<file path="src/rtl/wb_mstr_mux.sv">
// Three-master Wishbone multiplexer onto a single slave port, driven by an external grant index.
// Defining WB_MUX_TIMEOUT_EN adds a stall watchdog that forces a bus error after TIMEOUT_CYC cycles.
module wb_mstr_mux #(
  parameter int unsigned TIMEOUT_CYC = 255
) (
  input  logic        clk,
  input  logic        rst,
  input  logic [2:0]  m_cyc_i,
  input  logic [2:0]  m_stb_i,
  input  logic [2:0]  m_we_i,
  input  logic [95:0] m_adr_i,
  input  logic [95:0] m_wdat_i,
  input  logic [11:0] m_sel_i,
  output logic [31:0] m_rdat_o,
  output logic [2:0]  m_ack_o,
  output logic [2:0]  m_err_o,
  output logic [2:0]  arb_req_o,
  input  logic [1:0]  arb_gnt_i,
  output logic        s_cyc_o,
  output logic        s_stb_o,
  output logic        s_we_o,
  output logic [31:0] s_adr_o,
  output logic [31:0] s_wdat_o,
  output logic [3:0]  s_sel_o,
  input  logic [31:0] s_rdat_i,
  input  logic        s_ack_i,
  input  logic        s_err_i,
  output logic        to_pulse_o
);

  typedef enum logic [0:0] {StIdle, StBusy} state_e;

  state_e      state_q, state_d;
  logic [1:0]  own_q, own_d;
  logic        busy;
  logic        to_hit;

  logic        own_cyc, own_stb, own_we;
  logic [31:0] own_adr, own_wdat;
  logic [3:0]  own_sel;

  assign busy      = (state_q == StBusy);
  assign arb_req_o = m_cyc_i;
  assign m_rdat_o  = s_rdat_i;

  always_comb begin
    own_cyc  = 1'b0;
    own_stb  = 1'b0;
    own_we   = 1'b0;
    own_adr  = '0;
    own_wdat = '0;
    own_sel  = '0;
    case (own_q)
      2'd0: begin
        own_cyc  = m_cyc_i[0];
        own_stb  = m_stb_i[0];
        own_we   = m_we_i[0];
        own_adr  = m_adr_i[31:0];
        own_wdat = m_wdat_i[31:0];
        own_sel  = m_sel_i[3:0];
      end
      2'd1: begin
        own_cyc  = m_cyc_i[1];
        own_stb  = m_stb_i[1];
        own_we   = m_we_i[1];
        own_adr  = m_adr_i[63:32];
        own_wdat = m_wdat_i[63:32];
        own_sel  = m_sel_i[7:4];
      end
      2'd2: begin
        own_cyc  = m_cyc_i[2];
        own_stb  = m_stb_i[2];
        own_we   = m_we_i[2];
        own_adr  = m_adr_i[95:64];
        own_wdat = m_wdat_i[95:64];
        own_sel  = m_sel_i[11:8];
      end
      default: ;
    endcase
  end

`ifdef WB_MUX_TIMEOUT_EN
  logic [7:0] to_cnt_q, to_cnt_d;

  // The forced-error cycle drops s_stb_o, which also clears the counter.
  assign to_hit = busy && (to_cnt_q == 8'(TIMEOUT_CYC));

  always_comb begin
    to_cnt_d = '0;
    if (s_stb_o && !s_ack_i && !s_err_i) begin
      to_cnt_d = to_cnt_q + 8'd1;
    end
  end

  always_ff @(posedge clk) begin
    if (rst) begin
      to_cnt_q <= '0;
    end else begin
      to_cnt_q <= to_cnt_d;
    end
  end
`else
  assign to_hit = 1'b0;
`endif

  assign to_pulse_o = to_hit;

  always_comb begin
    state_d = state_q;
    own_d   = own_q;
    case (state_q)
      StIdle: begin
        if (arb_gnt_i != 2'd3 && m_cyc_i[arb_gnt_i]) begin
          state_d = StBusy;
          own_d   = arb_gnt_i;
        end
      end
      StBusy: begin
        // Grant and other masters are ignored until the owner releases cyc.
        if (!own_cyc) begin
          state_d = StIdle;
        end
      end
      default: state_d = StIdle;
    endcase
  end

  always_comb begin
    s_cyc_o  = 1'b0;
    s_stb_o  = 1'b0;
    s_we_o   = 1'b0;
    s_adr_o  = '0;
    s_wdat_o = '0;
    s_sel_o  = '0;
    m_ack_o  = '0;
    m_err_o  = '0;
    if (busy) begin
      s_cyc_o  = own_cyc;
      s_stb_o  = own_stb & ~to_hit;
      s_we_o   = own_we;
      s_adr_o  = own_adr;
      s_wdat_o = own_wdat;
      s_sel_o  = own_sel;
      m_ack_o  = {2'b00, s_ack_i} << own_q;
      m_err_o  = {2'b00, (s_err_i | to_hit)} << own_q;
    end
  end

  always_ff @(posedge clk) begin
    if (rst) begin
      state_q <= StIdle;
      own_q   <= 2'd0;
    end else begin
      state_q <= state_d;
      own_q   <= own_d;
    end
  end

endmodule
</file>
<file path="config.mk">
export PLATFORM = sky130hd
export DESIGN_NAME = wb_mstr_mux
export DESIGN_NICKNAME = d
export VERILOG_FILES = /design/src/rtl/wb_mstr_mux.sv
export SDC_FILE = /design/constraint.sdc
export NUM_CORES = 1
export LEC_CHECK = 0
export BUFFER_PORTS_ARGS = -buffer_cell sky130_fd_sc_hd__buf_4
export CAP_MARGIN = 20
export CORE_AREA = 5 5 137 139
export CTS_CLUSTER_SIZE = 16
export DETAILED_ROUTE_END_ITERATION = 6
export DIE_AREA = 0 0 142 144
export RECOVER_POWER = 50
export SYNTH_ARGS = -nofsm -noshare
export SYNTH_HDL_FRONTEND = slang
export SYNTH_SLANG_ARGS = --single-unit
</file>
<file path="constraint.sdc">
create_clock -name clk -period 1.9 [get_ports clk]
set_input_delay 0.19 -clock clk [delete_from_list [all_inputs] [get_ports clk]]
set_output_delay 0.19 -clock clk [all_outputs]
set_load 0.01 [all_outputs]
</file>
## Yosys cells after proc, flatten, opt, wreduce, memory -nomap -nowiden

Cells that the tools add are included.

| word-level totals | value |
|---|---|
| register bits | 3 |
| output and inout bits | 113 |
| logic and storage cells | 31 |
| input port bits | 251 |

| operators by class | value |
|---|---|
| shift-type cells | 2 |
| reduce and logical (&&, ||, !) cells | 3 |
| magnitude comparators | 1 |
| equality and inequality tests | 3 |
| bitwise logic cells | 1 |
| multiplexer cells | 19 |

Operator list:

| cell | number |
|---|---|
| 32-bit case mux with 3 select lines | 2 |
| 32-bit two-way mux | 2 |
| 4-bit case mux with 3 select lines | 1 |
| 1-bit case mux with 3 select lines | 3 |
| 1-bit two-way mux | 6 |
| 3-bit two-way mux | 2 |
| 1-bit by 2-bit << shifter with 3-bit output | 2 |
| 4-bit two-way mux | 1 |
| 2-bit by 3-bit less-than comparator with 1-bit output (second input constant) | 1 |
| 1-bit binary-select mux with 2-bit select | 1 |
| 2-bit by 1-bit equality test with 1-bit output (second input constant) | 1 |
| 2-bit equality test (second input constant) | 1 |
| 2-bit logical NOT | 1 |
| 2-bit != test (second input constant) | 1 |
| 1-bit case mux with 2 select lines | 1 |
| 2-bit AND reduction | 1 |
| 1-bit logical AND | 1 |
| 1-bit NOT | 1 |

## Logic depth before layout (Yosys ltp)

Gate-level depths: netlist (run 1).

| depth | value |
|---|---|
| depth in word-level cells | 5 |
| gate-level depth with buffers | 7 |
| depth with buffers taken out | 4 |

## Least setup slack after synthesis (run 1)

Ideal clock, no wire load.

| path | value |
|---|---|
| path type | register -> output |
| start point | reg own_q[1] |
| end point | out s_adr_o[10] |
| required time | 1.710 ns |
| path buffers | 3 |
| slack | 0.508 ns |
| arrival time | 1.202 ns |
| cell stages (with the launch flop) | 7 |
| path through | dfxtp_1 > buf_2 > buf_6 > clkbuf_4 > mux2i_1 > o21ai_1 > and2_1 |

| on the way | value |
|---|---|
| cells in the longest elaborated chain, start to end | 3 |
| elaborated cells on any way between the ends | 5 |
| those cells by class | eq/ne: 2; mux: 2; reduce/logical: 1 |

Ends and longest elaborated chain:

| item | line | source |
|---|---|---|
| from (decl) | 34 | `logic [1:0] own_q, own_d;` |
| from (signal assigned) | 155 | `own_q <= own_d;` |
| 2-bit equality test (tied with other cells) | 53 | `case (own_q)` |
| 32-bit case mux with 3 select lines (*) | 53 |  |
| 32-bit two-way mux (*) | 137 | `if (busy) begin` |
| to (decl) | 22 | `output logic [31:0] s_adr_o,` |

Every way passes the cells marked *; elsewhere a longest branch is shown, timed or not.

## Final worst setup path (run 1)

| path | value |
|---|---|
| start point | reg own_q[1] |
| end point | out s_we_o |

| on the way | value |
|---|---|
| cells in the longest elaborated chain, start to end | 3 |
| elaborated cells on any way between the ends | 5 |
| those cells by class | eq/ne: 2; mux: 2; reduce/logical: 1 |

Ends and longest elaborated chain:

| item | line | source |
|---|---|---|
| 2-bit equality test (tied with other cells) | 53 |  |
| 1-bit case mux with 3 select lines (*) | 53 |  |
| 1-bit two-way mux (*) | 137 |  |
| to (decl) | 21 | `output logic s_we_o,` |

Marked as above.

==> flow_summary.json, run 1 <==
{
  "status": "finished clean",
  "period_needed_ps": 1800,
  "drv_slew": 0,
  "power_switching_share_pct": 33.7,
  "path_clk_slew_ps": 30,
  "p_int_uw": 960,
  "vdd_drop_max_mv": 0.265,
  "ys_seq_area_share_pct": 2.44,
  "slew_headroom_pct": 62.9,
  "drt_first_iter_violations": 112,
  "syn-cell-area_mm2": 0.00246,
  "critPathArrivalTime_ps": 1610,
  "p_leak_uw": 0.00216,
  "gp_congestion": 0.777,
  "worstMarginPinSlew_ps": 557,
  "place_hpwl_um": 10500,
  "clock_power_share_pct": 22.9,
  "final_nets": 882,
  "io_buffers": 298,
  "drc": 0,
  "p_comb_share_pct": 71.8,
  "syn_to_final_growth_pct": 92.5,
  "die_h_um": 144,
  "synthArstFlopShare_pct": 0,
  "grt_start_max_net_pins": 78,
  "utilization_pct": 27.1,
  "synth_cells": 381,
  "fmax_mhz": 554,
  "cts_max_level": 1,
  "rsz0062_at_grt": "false",
  "grt_pass1_wl_um": 17800,
  "initial_utilization_pct": 14.1,
  "drive_gt1_share_pct": 49.2,
  "critPathLaunchType": "flop",
  "clock-root-buffer": "clkbuf_16",
  "clock_latency_ps": 220,
  "yosys-top-cells-area": "mux2i_1 (29%), and2_1 (18%), buf_4 (12%)",
  "path_common_cell": "buf_4",
  "synth_ff_type": "dfxtp_1",
  "period_share_pct": 95.0,
  "path_cells": "buf_16 > buf_4 > mux2i_1 > o21ai_0 > and2_1 > buf_4",
  "worstSetupPathType": "flop to output pin",
  "worstPathMaxFanout": 17,
  "crit_buf_inv": 3,
  "num_rows": 49,
  "die_w_um": 142,
  "tns_ps": 0,
  "grt_overflow_total": 0,
  "hp-class": "primary input to flop",
  "worstSetupEndpointType": "output pin",
  "cp.required_ps": 1710,
  "yosys.area.top_type": "mux2i_1",
  "place_ws_ps": 271,
  "max_stage_delay_ps": 380,
  "dieArea_mm2": 0.0204,
  "ys_types": 24,
  "clock-sinks": 3,
  "cts_buffers": 3,
  "finalHoldViolCount": 0,
  "power.density_mw_per_mm2": 305,
  "syn_nets": 632,
  "synth_top_area_share_pct": 28.8,
  "syn_area_per_cell_um2": 6.47,
  "synth_edf_count": 0,
  "clock_skew_ps": 1.13,
  "cap_violations": 0,
  "cts_tree": "built",
  "viasPerCell": 3.99,
  "setup_ws_ps": 95.8,
  "first_pass_iters": 4,
  "grt_antenna_before_repair": 0,
  "yosys_warnings": 0,
  "critical-path-top-delay-family": "buffers and inverters",
  "crit_slowest_cell": "dfxtp_4",
  "coreArea_mm2": 0.0175,
  "top_level_ports": 364,
  "p_seq_share_pct": 5.4,
  "hold_ws_ps": 152,
  "drtAntennaViolNets": 0,
  "n_antenna_cell": 0,
  "cts.path.max_buffers": 2,
  "post-cts-setup-buffers": 0,
  "wl_um": 12800,
  "dr_total_vias": 3424,
  "wire_per_inst_um": 14.9,
  "synth_seq_cells": 3,
  "grt_pass1_vias": 3454,
  "grt_util_all_layers_pct": 10.9,
  "setup_violations": 0,
  "power.net_switching_uw": 488
}
-- cell type report --
cell class	count	area [um^2]
repair buffers	314	2390
flip-flops and latches	3	66.3
fillers	1990	12800
multi-input cells	307	1910
clock buffers	4	78.8
inverters	2	7.51
well taps	229	287
-- timing repair --
item	4_1_cts	5_1_grt
hold buffers	0	0
gates resized for setup	0	3
endpoints found under the setup margin	0	35
endpoints found under the hold margin	0	0
-- metrics by stage --
step	power [uW]	cell area (um^2)	instances
finish	1450	4740	859
global route	1560	4740	859
CTS	1470	4750	858
detailed placement	1130	4670	854
global placement	1130	4670	854
floorplan	596	2460	381
-- flip-flops by register name, indices dropped and copies added (netlist names) --
signal,count
own_q,2
busy,1
-- cells in the final DEF, fill, tap and decap left out, types with 2 or more instances in the layout --
cell type | netlist | routed
a21oi_1 | 3 | 3
o21ai_1 | 44 | 44
nor2b_1 | 2 | 2
inv_1 | 2 | 2
dfxtp_2 | 0 | 2
clkbuf_16 | 0 | 4
clkbuf_1 | 15 | 13
and2_0 | 0 | 7
and2_1 | 70 | 63
nor2_1 | 3 | 3
buf_12 | 0 | 3
nand2_1 | 73 | 73
nand2b_1 | 3 | 3
buf_4 | 38 | 295
o21ai_0 | 29 | 29
mux2i_1 | 71 | 71
nor3_1 | 2 | 2
-- cells in the mapped netlist, drive strengths merged, types with 2 or more instances --
cell type,count
nor2b,2
nor3,2
nor2,3
and2,70
nand2b,3
clkbuf,18
mux2i,71
buf,51
dfxtp,3
inv,2
o21ai,73
a21oi,3
nand2,73
-- path summary, 6_finish.rpt --
path,to,startpoint,depth (start not counted),slack [ps]
worst min register to register,busy,busy,2,630
worst max register to register,own_q[1],busy,3,370
worst max-delay path,s_we_o,own_q[1],6,100
worst min-delay path,own_q[0],rst,2,150
-- cell families after synthesis --
group                  count (synthesis)  share of synthesized area [%]
and+or+nand+nor                      156                           32.0
AOI/OAI and AO/OA                     78                           16.1
muxes                                 72                           29.3
buffers and inverters                 71                           20.0
DFF                                    3                           2.44
other                                  1                          0.152
-- routing by layer --
layer / vias to the layer above / share of wire (%) / track usage (%) / wire length (um)
met5: - / 0 / 0 / 0
met4: 0 / 3.3 / 4.80 / 423
met3: 30 / 10 / 3.70 / 1290
met2: 168 / 51 / 19.8 / 6500
met1: 1498 / 36 / 11.5 / 4600
li1: 1728 / - / - / -
-- power groups by stage --
| stage | Sequential (uW) | Clock [uW] | Combinational (uW) |
|---|---|---|---|
| after global placement | 77.5 | 0 | 1050 |
| after CTS | 76.9 | 337 | 1060 |
| after floorplan | 72.3 | 0 | 523 |
| after detailed placement | 77.6 | 0 | 1060 |
| final | 77.6 | 331 | 1040 |
| after global routing | 79.5 | 346 | 1140 |
No activity file was read; power rests on OpenSTA's default activity.
==> run 2: changes to the inputs <==
--- a/config.mk
+++ b/config.mk
@@ -12,5 +12,7 @@
 export DETAILED_ROUTE_END_ITERATION = 6
 export DIE_AREA = 0 0 142 144
+export MAX_ROUTING_LAYER = met4
 export RECOVER_POWER = 50
+export SKIP_LAST_GASP = 1
 export SYNTH_ARGS = -nofsm -noshare
 export SYNTH_HDL_FRONTEND = slang
==> constraint.sdc (replaced) <==
create_clock -name clk -period 1.9 [get_ports clk]
set_input_delay 0.19 -clock clk [delete_from_list [all_inputs] [get_ports clk]]
set_output_delay 0.19 -clock clk [all_outputs]
set_load 0.02 [all_outputs]
==> run 2 against run 1 <==
Net effect: sequential cell count did not move; count of clock-buffer cells in the layout is the same; register-to-register slack improved by 30 ps; combinational power grew 7%; design area down 1.9%; wire length fell by 4.5%; clock power about the same; cell count fell by 0.81%; sequential power is 0.9% lower; fmax up 1.6%; clock skew increased by 0.96 ps; non-clock buffer count shrank 7; largest cell class unchanged; highest routed layer unchanged.
==> flow_summary.json, run 2 (synthesis gave the netlist of run 1 again) <==
{
  "crit_buf_inv": 2,
  "max_stage_delay_ps": 350,
  "p_seq_share_pct": 5.1,
  "dieArea_mm2": 0.0204,
  "grt_start_max_net_pins": 78,
  "place_ws_ps": 352,
  "worstReg2RegStart": "busy",
  "place_hpwl_um": 10200,
  "final_nets": 875,
  "rsz0062_at_grt": "false",
  "cts_buffers": 3,
  "setup_ws_ps": 123,
  "period_needed_ps": 1780,
  "hp-class": "primary input to flop",
  "worstMarginPinSlew_ps": 526,
  "clock_skew_ps": 2.09,
  "critPathLaunchType": "flop",
  "cts.path.max_buffers": 2,
  "utilization_pct": 26.6,
  "period_share_pct": 93.5,
  "startpoint": "own_q[1]",
  "fmax_mhz": 563,
  "grt_util_all_layers_pct": 11.1,
  "first_pass_iters": 6,
  "clock-root-buffer": "clkbuf_16",
  "drv_slew": 0,
  "grt_antenna_before_repair": 0,
  "finalHoldViolCount": 0,
  "syn_to_final_growth_pct": 88.9,
  "rr_worst_depth": 3,
  "cp-endpoint": "s_adr_o[5]",
  "viasPerCell": 3.99,
  "top_register": "own_q",
  "worstPathMaxFanout": 72,
  "finalPower_uw": 1520,
  "cap_violations": 0,
  "initial_utilization_pct": 14.1,
  "critPathArrivalTime_ps": 1590,
  "largest_reg_flops": 2,
  "grt_pass1_wl_um": 17400,
  "io_buffers": 298,
  "grt_overflow_total": 0,
  "grt_pass1_vias": 3384,
  "power_switching_share_pct": 37.4,
  "setup_violations": 0,
  "cts_max_level": 1,
  "reg2reg_to": "own_q[1]",
  "p_leak_uw": 0.00214,
  "drtAntennaViolNets": 0,
  "power.density_mw_per_mm2": 326,
  "hold_buffers": 0,
  "die_w_um": 142,
  "rrSetupSlack_ps": 400,
  "worstSetupEndpointType": "output pin",
  "p_comb_share_pct": 72.9,
  "tns_ps": 0,
  "n_antenna_cell": 0,
  "status": "finished clean",
  "p_int_uw": 948,
  "drt_first_iter_violations": 124,
  "slew_headroom_pct": 64.9,
  "drive_gt1_share_pct": 49.8,
  "cp.required_ps": 1710,
  "crit_slowest_cell": "dfxtp_4",
  "cp.depth": 6,
  "coreArea_mm2": 0.0175,
  "cts_tree": "built",
  "worstSetupPathType": "flop to output pin",
  "critical-path-top-delay-family": "buffers and inverters",
  "clock-sinks": 3,
  "fillers": 1995,
  "power.net_switching_uw": 568,
  "cts-resized-gates": 0,
  "vdd_drop_max_mv": 0.282,
  "die_h_um": 144,
  "path_cells": "and2b_2 > buf_12 > nand2_1 > o21ai_0 > and2_1 > clkbuf_2",
  "layout_commonest_cell": "buf_4",
  "top_level_ports": 364,
  "clock_latency_ps": 220,
  "dr_total_vias": 3403,
  "path_clk_slew_ps": 30,
  "post-cts-setup-buffers": 0,
  "gp_congestion": 0.787,
  "drc": 0,
  "wire_per_inst_um": 14.4,
  "wl_um": 12200,
  "num_rows": 49,
  "clock_power_share_pct": 22.0,
  "final_cell_mix": "buf_4 (285), nand2_1 (73), mux2i_1 (71)"
}
==> run 2: per-stage QoR <==
stage	hold WS (ps)	area, um^2	instances
after floorplan	259	2460	381
after global placement	380	4630	848
after global routing	152	4660	852
after CTS	142	4710	852
final	149	4660	852
after detailed placement	375	4630	848
==> run 2: routing by layer <==
metal / track usage [%] / vias to the layer above / wire length, um
met5: - / - / 0
met4: 5.15 / 0 / 448
met3: 3.41 / 34 / 1320
met2: 19.2 / 184 / 6120
met1: 11.6 / 1470 / 4340
li1: - / 1715 / -
==> run 2: final cells by class <==
cell class	instances	area (um^2)	share of cell area (%)
Timing Repair Buffer	307	2300	49.5
Multi-Input combinational cell	307	1910	41.1
Tap cell	229	287	6.15
Clock buffer	4	78.8	1.69
Sequential cell	3	66.3	1.42
Inverter	2	7.51	0.161
==> run 2: worst min-delay path by stage <==
stage / startpoint / end / cells past startpoint
6_report: rst / own_q[0] / 2
5_1_grt: rst / busy / 2
4_1_cts: rst / busy / 2
3_5_place_dp: rst / busy / 2
3_3_place_gp: s_rdat_i[27] / m_rdat_o[27] / 0
2_1_floorplan: rst / busy / 1
==> run 2: power by group through the flow <==
stage	sequential [uW]	combinational [uW]	clock, uW
finish	76.9	1110	334
global placement	78.2	1130	0
CTS	77.6	1130	341
floorplan	72.3	641	0
global route	78.8	1200	347
detailed placement	78.4	1130	0
==> run 2: worst register-to-register path: stages (launching register included) <==
cell	delay [ps]
dfxtp_2	370
clkbuf_2	360
or4bb_1	570
o2bb2ai_1	120
